### config.mk
export PLATFORM = sky130hd
export DESIGN_NAME = pipelined_barrel_shifter
export DESIGN_NICKNAME = d
export VERILOG_FILES = /design/src/rtl/shifter_pkg.sv /design/src/rtl/shifter_stage.sv /design/src/rtl/pipelined_barrel_shifter.sv
export SDC_FILE = /design/constraint.sdc
export NUM_CORES = 1
export LEC_CHECK = 0
export ABC_AREA = 1
export CAP_MARGIN = 20
export CORE_MARGIN = 2
export CORE_UTILIZATION = 60
export DETAILED_ROUTE_END_ITERATION = 6
export GPL_TIMING_DRIVEN = 0
export PLACE_DENSITY = 0.83
export SLEW_MARGIN = 25
export SYNTH_ARGS = -nofsm -noshare
export SYNTH_HDL_FRONTEND = slang
export SYNTH_HIERARCHICAL = 1
export SYNTH_SLANG_ARGS = --single-unit
### constraint.sdc
create_clock -name clk -period 2.25 [get_ports clk]
set_input_delay 0.45 -clock clk [delete_from_list [all_inputs] [get_ports clk]]
set_output_delay 0.45 -clock clk [all_outputs]
set_load 0.005 [all_outputs]
### src/rtl/shifter_pkg.sv
// Shared types and the per-stage shift function for the pipelined barrel shifter.
// Stages zero-extend their word to MAX_W bits before calling stage_shift.
package shifter_pkg;

    typedef enum logic [1:0] {
        OP_ROR = 2'b00,
        OP_ROL = 2'b01,
        OP_SRL = 2'b10,
        OP_SRA = 2'b11
    } shifter_op_t;

    localparam int MAX_W = 64;

    // The word must be zero above bit width-1. SRA fills from the sign captured at input.
    function automatic logic [MAX_W-1:0] stage_shift(
        input logic [MAX_W-1:0] word,
        input shifter_op_t      op,
        input logic             sign,
        input int               width,
        input int               step
    );
        logic [MAX_W-1:0] mask;
        logic [MAX_W-1:0] fill;
        mask = {MAX_W{1'b1}} >> (MAX_W - width);
        fill = sign ? (mask & ~(mask >> step)) : '0;
        case (op)
            OP_ROR:  stage_shift = ((word >> step) | (word << (width - step))) & mask;
            OP_ROL:  stage_shift = ((word << step) | (word >> (width - step))) & mask;
            OP_SRL:  stage_shift = word >> step;
            default: stage_shift = (word >> step) | fill;
        endcase
    endfunction

endpackage

### src/rtl/shifter_stage.sv
// One registered log-shifter stage: moves the word by STEP when its amount bit is set.
// Word, amount, op and sign all move forward together so later stages can act on them.
module shifter_stage #(
    parameter int WIDTH = 8,
    parameter int STEP  = 1
) (
    input  logic                     clk,
    input  logic                     rst_n,
    input  logic                     en,
    input  logic                     in_valid,
    input  logic [WIDTH-1:0]         in_data,
    input  logic [$clog2(WIDTH)-1:0] in_amt,
    input  logic [1:0]               in_op,
    input  logic                     in_sign,
    output logic                     out_valid,
    output logic [WIDTH-1:0]         out_data,
    output logic [$clog2(WIDTH)-1:0] out_amt,
    output logic [1:0]               out_op,
    output logic                     out_sign
);
    import shifter_pkg::*;

    localparam int BIT = $clog2(STEP);

    logic [WIDTH-1:0] next_data;

    always_comb begin
        next_data = in_data;
        if (in_amt[BIT]) begin
            next_data = WIDTH'(stage_shift(MAX_W'(in_data), shifter_op_t'(in_op),
                                           in_sign, WIDTH, STEP));
        end
    end

    always_ff @(posedge clk or negedge rst_n) begin
        if (!rst_n) begin
            out_valid <= 1'b0;
            out_data  <= '0;
            out_amt   <= '0;
            out_op    <= '0;
            out_sign  <= 1'b0;
        end else if (en) begin
            out_valid <= in_valid;
            out_data  <= next_data;
            out_amt   <= in_amt;
            out_op    <= in_op;
            out_sign  <= in_sign;
        end
    end

endmodule

### src/rtl/pipelined_barrel_shifter.sv
// Pipelined rotate/shift unit: one registered stage per amount bit, valid/ready on both sides.
// The whole pipeline advances together; bubbles are carried rather than compressed.
module pipelined_barrel_shifter #(
    parameter int WIDTH = 8
) (
    input  logic                     clk,
    input  logic                     rst_n,
    input  logic                     in_valid,
    output logic                     in_ready,
    input  logic [WIDTH-1:0]         in_data,
    input  logic [$clog2(WIDTH)-1:0] in_amt,
    input  logic [1:0]               in_op,
    output logic                     out_valid,
    input  logic                     out_ready,
    output logic [WIDTH-1:0]         out_data
);
    localparam int AMT_W = $clog2(WIDTH);

    if (WIDTH < 2 || (WIDTH & (WIDTH - 1)) != 0) begin : g_bad_width
        $error("pipelined_barrel_shifter: WIDTH must be a power of two and >= 2");
    end

    logic             advance;
    logic [AMT_W:0]   valid_c;
    logic [AMT_W:0]   sign_c;
    logic [WIDTH-1:0] data_c [0:AMT_W];
    logic [AMT_W-1:0] amt_c  [0:AMT_W];
    logic [1:0]       op_c   [0:AMT_W];
    logic             unused_tail;

    assign advance  = !out_valid || out_ready;
    assign in_ready = advance;

    assign valid_c[0] = in_valid && advance;
    assign data_c[0]  = in_data;
    assign amt_c[0]   = in_amt;
    assign op_c[0]    = in_op;
    assign sign_c[0]  = in_data[WIDTH-1];

    for (genvar k = 0; k < AMT_W; k++) begin : g_stage
        shifter_stage #(
            .WIDTH (WIDTH),
            .STEP  (1 << k)
        ) u_stage (
            .clk       (clk),
            .rst_n     (rst_n),
            .en        (advance),
            .in_valid  (valid_c[k]),
            .in_data   (data_c[k]),
            .in_amt    (amt_c[k]),
            .in_op     (op_c[k]),
            .in_sign   (sign_c[k]),
            .out_valid (valid_c[k+1]),
            .out_data  (data_c[k+1]),
            .out_amt   (amt_c[k+1]),
            .out_op    (op_c[k+1]),
            .out_sign  (sign_c[k+1])
        );
    end

    assign out_valid = valid_c[AMT_W];
    assign out_data  = data_c[AMT_W];

    // The last stage's side-band fields have no consumer.
    assign unused_tail = ^{amt_c[AMT_W], op_c[AMT_W], sign_c[AMT_W]};

endmodule

Word level (Yosys, flattened, before mapping):

Cells that the tools add are included.
Widths: inputs -> output; s select.

* bits in registers: 39
* output and inout bits: 10
* logic and storage cells: 42

* equality and inequality tests: 6
* muxes and demuxes: 9
* bitwise operators: 8
* reductions and logical operators: 7

Operators with widths (count)
* $mux 8: 6
* $pmux 8 s3: 2
* $or 4x8->8: 2
* $or 6x8->8: 2
* $or 7x8->8: 2
* $pmux 8 s2: 1
* $or 8x1->8: 1
* $or 8x2->8: 1
* $eq 2x1->1 const B: 3
* $eq 2x2->1 const B: 3
* $logic_not 2->1: 3
* $reduce_or 2->1: 1
* $logic_and 1x1->1: 1
* $logic_not 1->1: 1
* $logic_or 1x1->1: 1

Logic depth before layout (Yosys ltp):

Gate-level depths: netlist of run 1.

* depth in word-level cells: 4
* mapped depth: 8
* gate-level depth less buffers: 7

Modules after synthesis:

The synthesis of run 1 kept the hierarchy.

By module, submodules not included
* shifter_stage at g_stage[0].u_stage: instances 1, cells each 92, area an instance 844.6 um^2, sequential area each 375.4 um^2
* shifter_stage at g_stage[1].u_stage: instances 1, cells each 100, area an instance 770.7 um^2, sequential area each 375.4 um^2
* shifter_stage at g_stage[2].u_stage: instances 1, cells each 86, area an instance 693.2 um^2, sequential area each 375.4 um^2
* pipelined_barrel_shifter: instances 1, cells each 4, area an instance 20.0 um^2, sequential area each 0.0 um^2

Worst setup path after synthesis of run 1:

Ideal clock, no wire load.

* kind: input to register
* start point: input port out_ready
* end point: register g_stage[1].u_stage.out_data[1]
* data arrival time: 1.144 ns
* slack: 0.983 ns
* stages: 7
* path buffers: 1
* cell sequence: inv_1 nand2_1 buf_4 nand2_2 clkinv_1 o21ai_1 o21bai_1

* word-level cells in the longest chain between the ends: 1

Ends and longest elaborated chain
* start, declared: RTL line pipelined_barrel_shifter.sv:14 `input logic out_ready,`
* $logic_or 1x1->1: RTL line pipelined_barrel_shifter.sv:31 `assign advance = !out_valid || out_ready;`
* net in_ready: RTL line pipelined_barrel_shifter.sv:9 `output logic in_ready,`
* end signal, assigned: RTL line shifter_stage.sv:44 `out_data <= next_data;`
* end, declared: RTL line shifter_stage.sv:16 `output logic [WIDTH-1:0] out_data,`

The timed path passes the listed nets, and every way through them passes these cells.
A chain may end at the register's enable or synchronous reset.

Worst setup path after layout of run 1:

* start point: input port out_ready
* end point: output port in_ready

* word-level cells in the longest chain between the ends: 1

Ends and longest elaborated chain (RTL line)
* $logic_or 1x1->1: pipelined_barrel_shifter.sv:31
* end, declared: pipelined_barrel_shifter.sv:9

No other way between the ends.

==> impl_metrics.json, run 1 <==
{
  "insertion_delay_ns": 0.33,
  "start_util_pct": 61.3,
  "cts_tree": "done",
  "vdd.ir_drop.worst_mv": 0.517,
  "dpl.hpwl_mm": 3.12,
  "gp_congestion": 0.884,
  "nNetsFinal": 301,
  "overflow": 0,
  "hold_class": "primary input to async pin",
  "ios": 27,
  "die-area_um2": 3840,
  "postCtsHoldBufs": 0,
  "r2r_setup_slack_ns": 0.94,
  "power_density_nw_per_um2": 1060,
  "avgSynthCellArea_um2": 8.03,
  "maxCapViolCount": 0,
  "first_global_vias": 1487,
  "cp.arrival_ns": 1.65,
  "cts_root_buffer": "clkbuf_4",
  "hold_viol": 0,
  "grt_pass1_wl_mm": 6.53,
  "ys_warn_count": 6,
  "io_buffer_count": 25,
  "cts_max_path_buffers": 2,
  "worst_pin_slew_ns": 0.398,
  "synth_nets": 268,
  "min_period_over_period_pct": 93.3,
  "synthToLayoutAreaGrowth_pct": 19.3,
  "drt_pre_antenna_iters": 4,
  "relSlewSlack_pct": 73.5,
  "fmax_ghz": 0.476,
  "cts_buffers": 5,
  "status": "completed",
  "fill_cells": 275,
  "dp_slack_ns": 0.147,
  "fin_crit_ns": 2.10,
  "cp.required_ns": 1.80,
  "grt_util_all_layers_pct": 23.3,
  "fp-row-count": 21,
  "multi_input_area_um2": 853,
  "via_count": 1740,
  "seqCellArea_um2": 901,
  "antenna_cells": 0,
  "clkSlewWorstSetupHoldPaths_ns": 0.10,
  "fin_util_pct": 73.2,
  "cts_setup_buffers": 0,
  "drt_iter0_markers": 71,
  "syn_area_um2": 2010,
  "drc": 0,
  "wire_per_inst_um": 12.2,
  "setup_viol": 0,
  "drv_slew": 0,
  "critPathLaunchType": "primary input",
  "syn_inst": 251,
  "critPathKind": "primary input to output port",
  "cts_resized": 0,
  "dieHeight_um": 61.9,
  "grt_antenna_before_repair": 0,
  "power_uw": 2550,
  "ant_nets": 0,
  "drive_gt1_share_pct": 17.9,
  "crit_fanout": 5,
  "avgViaCountPerCell": 5.26,
  "final.setup.worst_slack_ns": 0.150,
  "dieWidth_um": 61.9,
  "power.leakage_uw": 0.00117,
  "grt_max_degree": 22,
  "coreArea_um2": 3280,
  "clock_skew_ns": 0.00441,
  "critPathCaptureType": "output port",
  "rsz0062_at_grt": "no",
  "wl_mm": 4.03,
  "cts.htree.levels": 2,
  "cts_sinks": 36
}
through the flow:
stage	std cells	hold slack [ns]	area [um2]	setup TNS, ns
after floorplan	251	0.154	2010	0
after global placement	322	0.453	2320	-2.29
after detailed placement	323	0.395	2340	0
after CTS	331	0.0294	2400	0
after global routing	331	0.0296	2400	0
final	331	0.0274	2400	0
per-layer routing:
| layer | up-vias | GRT usage, % | share of wire [%] |
|---|---|---|---|
| met5 | - | 0 | 0 |
| met4 | 0 | 10.6 | 2.4 |
| met3 | 11 | 4.55 | 4.4 |
| met2 | 48 | 38.5 | 50 |
| met1 | 812 | 29.5 | 44 |
| li1 | 869 | - | - |
layout by cell type (no fill, tap or decap), types with 5 or more instances in the layout:
cell type and n:
dfrtp_1 36, clkbuf_4 5, clkdlybuf4s50_1 24, nor2_1 13, inv_1 27, o21ai_1 12
nand2_1 59, o22ai_1 7, nand3_1 17, a21oi_1 18, inv_2 8, buf_6 5
o21ai_0 9, o21ai_2 10
registers in the layout, summed over array words and instances, names as in the netlist:
| register | count |
|---|---|
| g_stage.u_stage/out_valid | 3 |
| g_stage.u_stage/out_amt | 3 |
| g_stage.u_stage/out_data | 24 |
| g_stage.u_stage/out_sign | 2 |
| g_stage.u_stage/out_op | 4 |
critical path, cell delays in order:
cell and delay [ns]:
clkdlybuf4s50_1 0.45, inv_1 0.05, nand2_1 0.16, clkdlybuf4s50_1 0.53
where the power goes:
part | internal, uW | switching, uW
logic | 524 | 565
registers | 904 | 209
clock network | 154 | 198
total | 1580 | 972
worst paths after layout:
kind / from / endpoint / depth (start not counted)
worst min-delay path: rst_n / g_stage[2].u_stage/out_data[7]$_DFFE_PN0P_ / 1
max in group asynchronous: rst_n / g_stage[0].u_stage/out_data[5]$_DFFE_PN0P_ / 2
worst max-delay path: out_ready / in_ready / 4
min in group clk: in_op[0] / g_stage[0].u_stage/out_op[0]$_DFFE_PN0P_ / 3
worst min register to register: g_stage[1].u_stage/out_valid$_DFFE_PN0P_ / g_stage[2].u_stage/out_valid$_DFFE_PN0P_ / 2
worst max register to register: g_stage[2].u_stage/out_valid$_DFFE_PN0P_ / g_stage[1].u_stage/out_data[4]$_DFFE_PN0P_ / 5
cell type report:
| class | count | share of cell area (%) |
|---|---|---|
| plain buffers | 10 | 3.80 |
| inverters | 41 | 7.03 |
| clock buffers | 8 | 2.45 |
| multi-input cells | 164 | 35.5 |
| repair buffers | 26 | 11.3 |
| flip-flops and latches | 36 | 37.5 |
| well taps | 46 | 2.39 |
No activity file was read; power rests on OpenSTA's default activity.
==> run 2: changes to the inputs <==
Settings changed: CAP_MARGIN 20 to not set, CELL_PAD_IN_SITES_DETAIL_PLACEMENT set to 0, CELL_PAD_IN_SITES_GLOBAL_PLACEMENT set to 1, CORE_UTILIZATION 60 to 45, SETUP_SLACK_MARGIN set to 0.4.
==> impl_metrics.json, run 2 (synthesized netlist as in run 1, its figures left out) <==
{
  "rr_worst_depth": 6,
  "dieHeight_um": 70.9,
  "final_cells": 337,
  "io_buffer_count": 25,
  "fp-row-count": 24,
  "drc": 0,
  "maxCapViolCount": 0,
  "grt_pass1_wl_mm": 7.61,
  "final.setup.worst_slack_ns": 0.541,
  "cts_max_path_buffers": 2,
  "dieWidth_um": 70.9,
  "hold_class": "primary input to async pin",
  "power.leakage_uw": 0.00118,
  "cp.arrival_ns": 1.26,
  "cpPeakStageDelay_ns": 0.39,
  "start_util_pct": 46.6,
  "nNetsFinal": 302,
  "grt_antenna_before_repair": 0,
  "ant_nets": 0,
  "gp_congestion": 0.822,
  "grt_max_degree": 23,
  "rsz0062_at_grt": "no",
  "drv_slew": 0,
  "drt_pre_antenna_iters": 4,
  "dp_slack_ns": 0.125,
  "largestRegisters": "g_stage.u_stage/out_data (24), g_stage.u_stage/out_op (4)",
  "avgViaCountPerCell": 4.93,
  "insertion_delay_ns": 0.28,
  "status": "completed",
  "coreArea_um2": 4320,
  "clkSlewWorstSetupHoldPaths_ns": 0.07,
  "fin_tns_setup_ns": 0,
  "postCtsHoldBufs": 0,
  "setup_viol": 0,
  "overflow": 0,
  "layout_common_cells": "nand2_1, dfrtp_1, inv_1",
  "cts_tree": "done",
  "drt_iter0_markers": 57,
  "worst_pin_slew_ns": 0.382,
  "dpl.hpwl_mm": 3.25,
  "first_global_vias": 1611,
  "cts.htree.levels": 2,
  "critPathCaptureType": "output port",
  "wire_per_inst_um": 12.6,
  "drive_gt1_share_pct": 18.6,
  "power_uw": 2640,
  "cts_sinks": 36,
  "vdd.ir_drop.worst_mv": 0.475,
  "fmax_ghz": 0.585,
  "antenna_cells": 0,
  "crit_fanout": 2,
  "fin_crit_ns": 1.71,
  "cts_root_buffer": "clkbuf_8",
  "worstPathCellList": "clkdlybuf4s50_1 -> inv_1 -> nand2_2 -> dlygate4sd2_1",
  "slowest_stage": "clkdlybuf4s50_1",
  "largest_register_ffs": 24,
  "via_count": 1663,
  "hold_viol": 0,
  "die-area_um2": 5030,
  "grt_util_all_layers_pct": 19.1,
  "place_inst": 329,
  "largest-register": "g_stage.u_stage/out_data",
  "ios": 27,
  "min_period_over_period_pct": 76.0,
  "critPathKind": "primary input to output port",
  "wl_mm": 4.24,
  "critPathLaunchType": "primary input",
  "power_density_nw_per_um2": 1080,
  "cp.required_ns": 1.80,
  "synthToLayoutAreaGrowth_pct": 21.1,
  "cts_buffers": 5,
  "final_common_cell": "nand2_1",
  "clock_skew_ns": 0.00328,
  "relSlewSlack_pct": 74.5
}
run 2: worst max-delay path: cells and delay by family:
kind | cells | cell delay (ns)
buf+inv | 3 | 0.74
simple gates | 1 | 0.06
run 2: worst paths after layout:
kind / startpoint / endpoint / slack (ns)
min reg2reg: g_stage[1].u_stage/out_sign$_DFFE_PN0P_ / g_stage[1].u_stage/out_sign$_DFFE_PN0P_ / 0.48
min in group clk: in_op[0] / g_stage[0].u_stage/out_op[0]$_DFFE_PN0P_ / 0.44
max in group asynchronous: rst_n / g_stage[0].u_stage/out_data[5]$_DFFE_PN0P_ / 1.74
max: out_ready / in_ready / 0.54
min: rst_n / g_stage[2].u_stage/out_data[2]$_DFFE_PN0P_ / 0.08
max reg2reg: g_stage[2].u_stage/out_valid$_DFFE_PN0P_ / g_stage[1].u_stage/out_data[3]$_DFFE_PN0P_ / 0.92
run 2: area by class of cell:
class | instances | area [um2]
flip-flops and latches | 36 | 901
clock buffers | 6 | 72.6
well taps | 52 | 65.1
inverters | 41 | 169
clock inverters | 1 | 5.00
multi-input cells | 164 | 856
fillers | 428 | 1890
repair buffers | 27 | 279
plain buffers | 10 | 91.3
run 2: where the power goes:
part / switching, uW / internal (uW)
sequential: 216 / 906
clock: 217 / 210
combinational: 560 / 528
total: 993 / 1640
run 2: routing by layer:
layer | GRT usage (%) | part of all wire (%) | vias to the layer above
met1 | 23.8 | 46 | 743
met3 | 4.56 | 4.1 | 8
met4 | 7.34 | 1.9 | 0
met2 | 32.2 | 48 | 43
li1 | - | - | 869
met5 | 0 | 0 | -
run 2: timing repair:
action	4_1_cts	5_1_grt
endpoints found under the setup margin	1	0
resized for setup	2	0
buffers inserted	1	0
run 2: metrics by stage:
| stage | hold slack [ns] | area, um2 | util [%] |
|---|---|---|---|
| global placement | 0.455 | 2330 | 53.9 |
| global route | 0.0938 | 2440 | 56.4 |
| CTS | 0.0853 | 2440 | 56.4 |
| finish | 0.0769 | 2440 | 56.4 |
| floorplan | 0.154 | 2010 | - |
| detailed placement | 0.395 | 2350 | 54.4 |
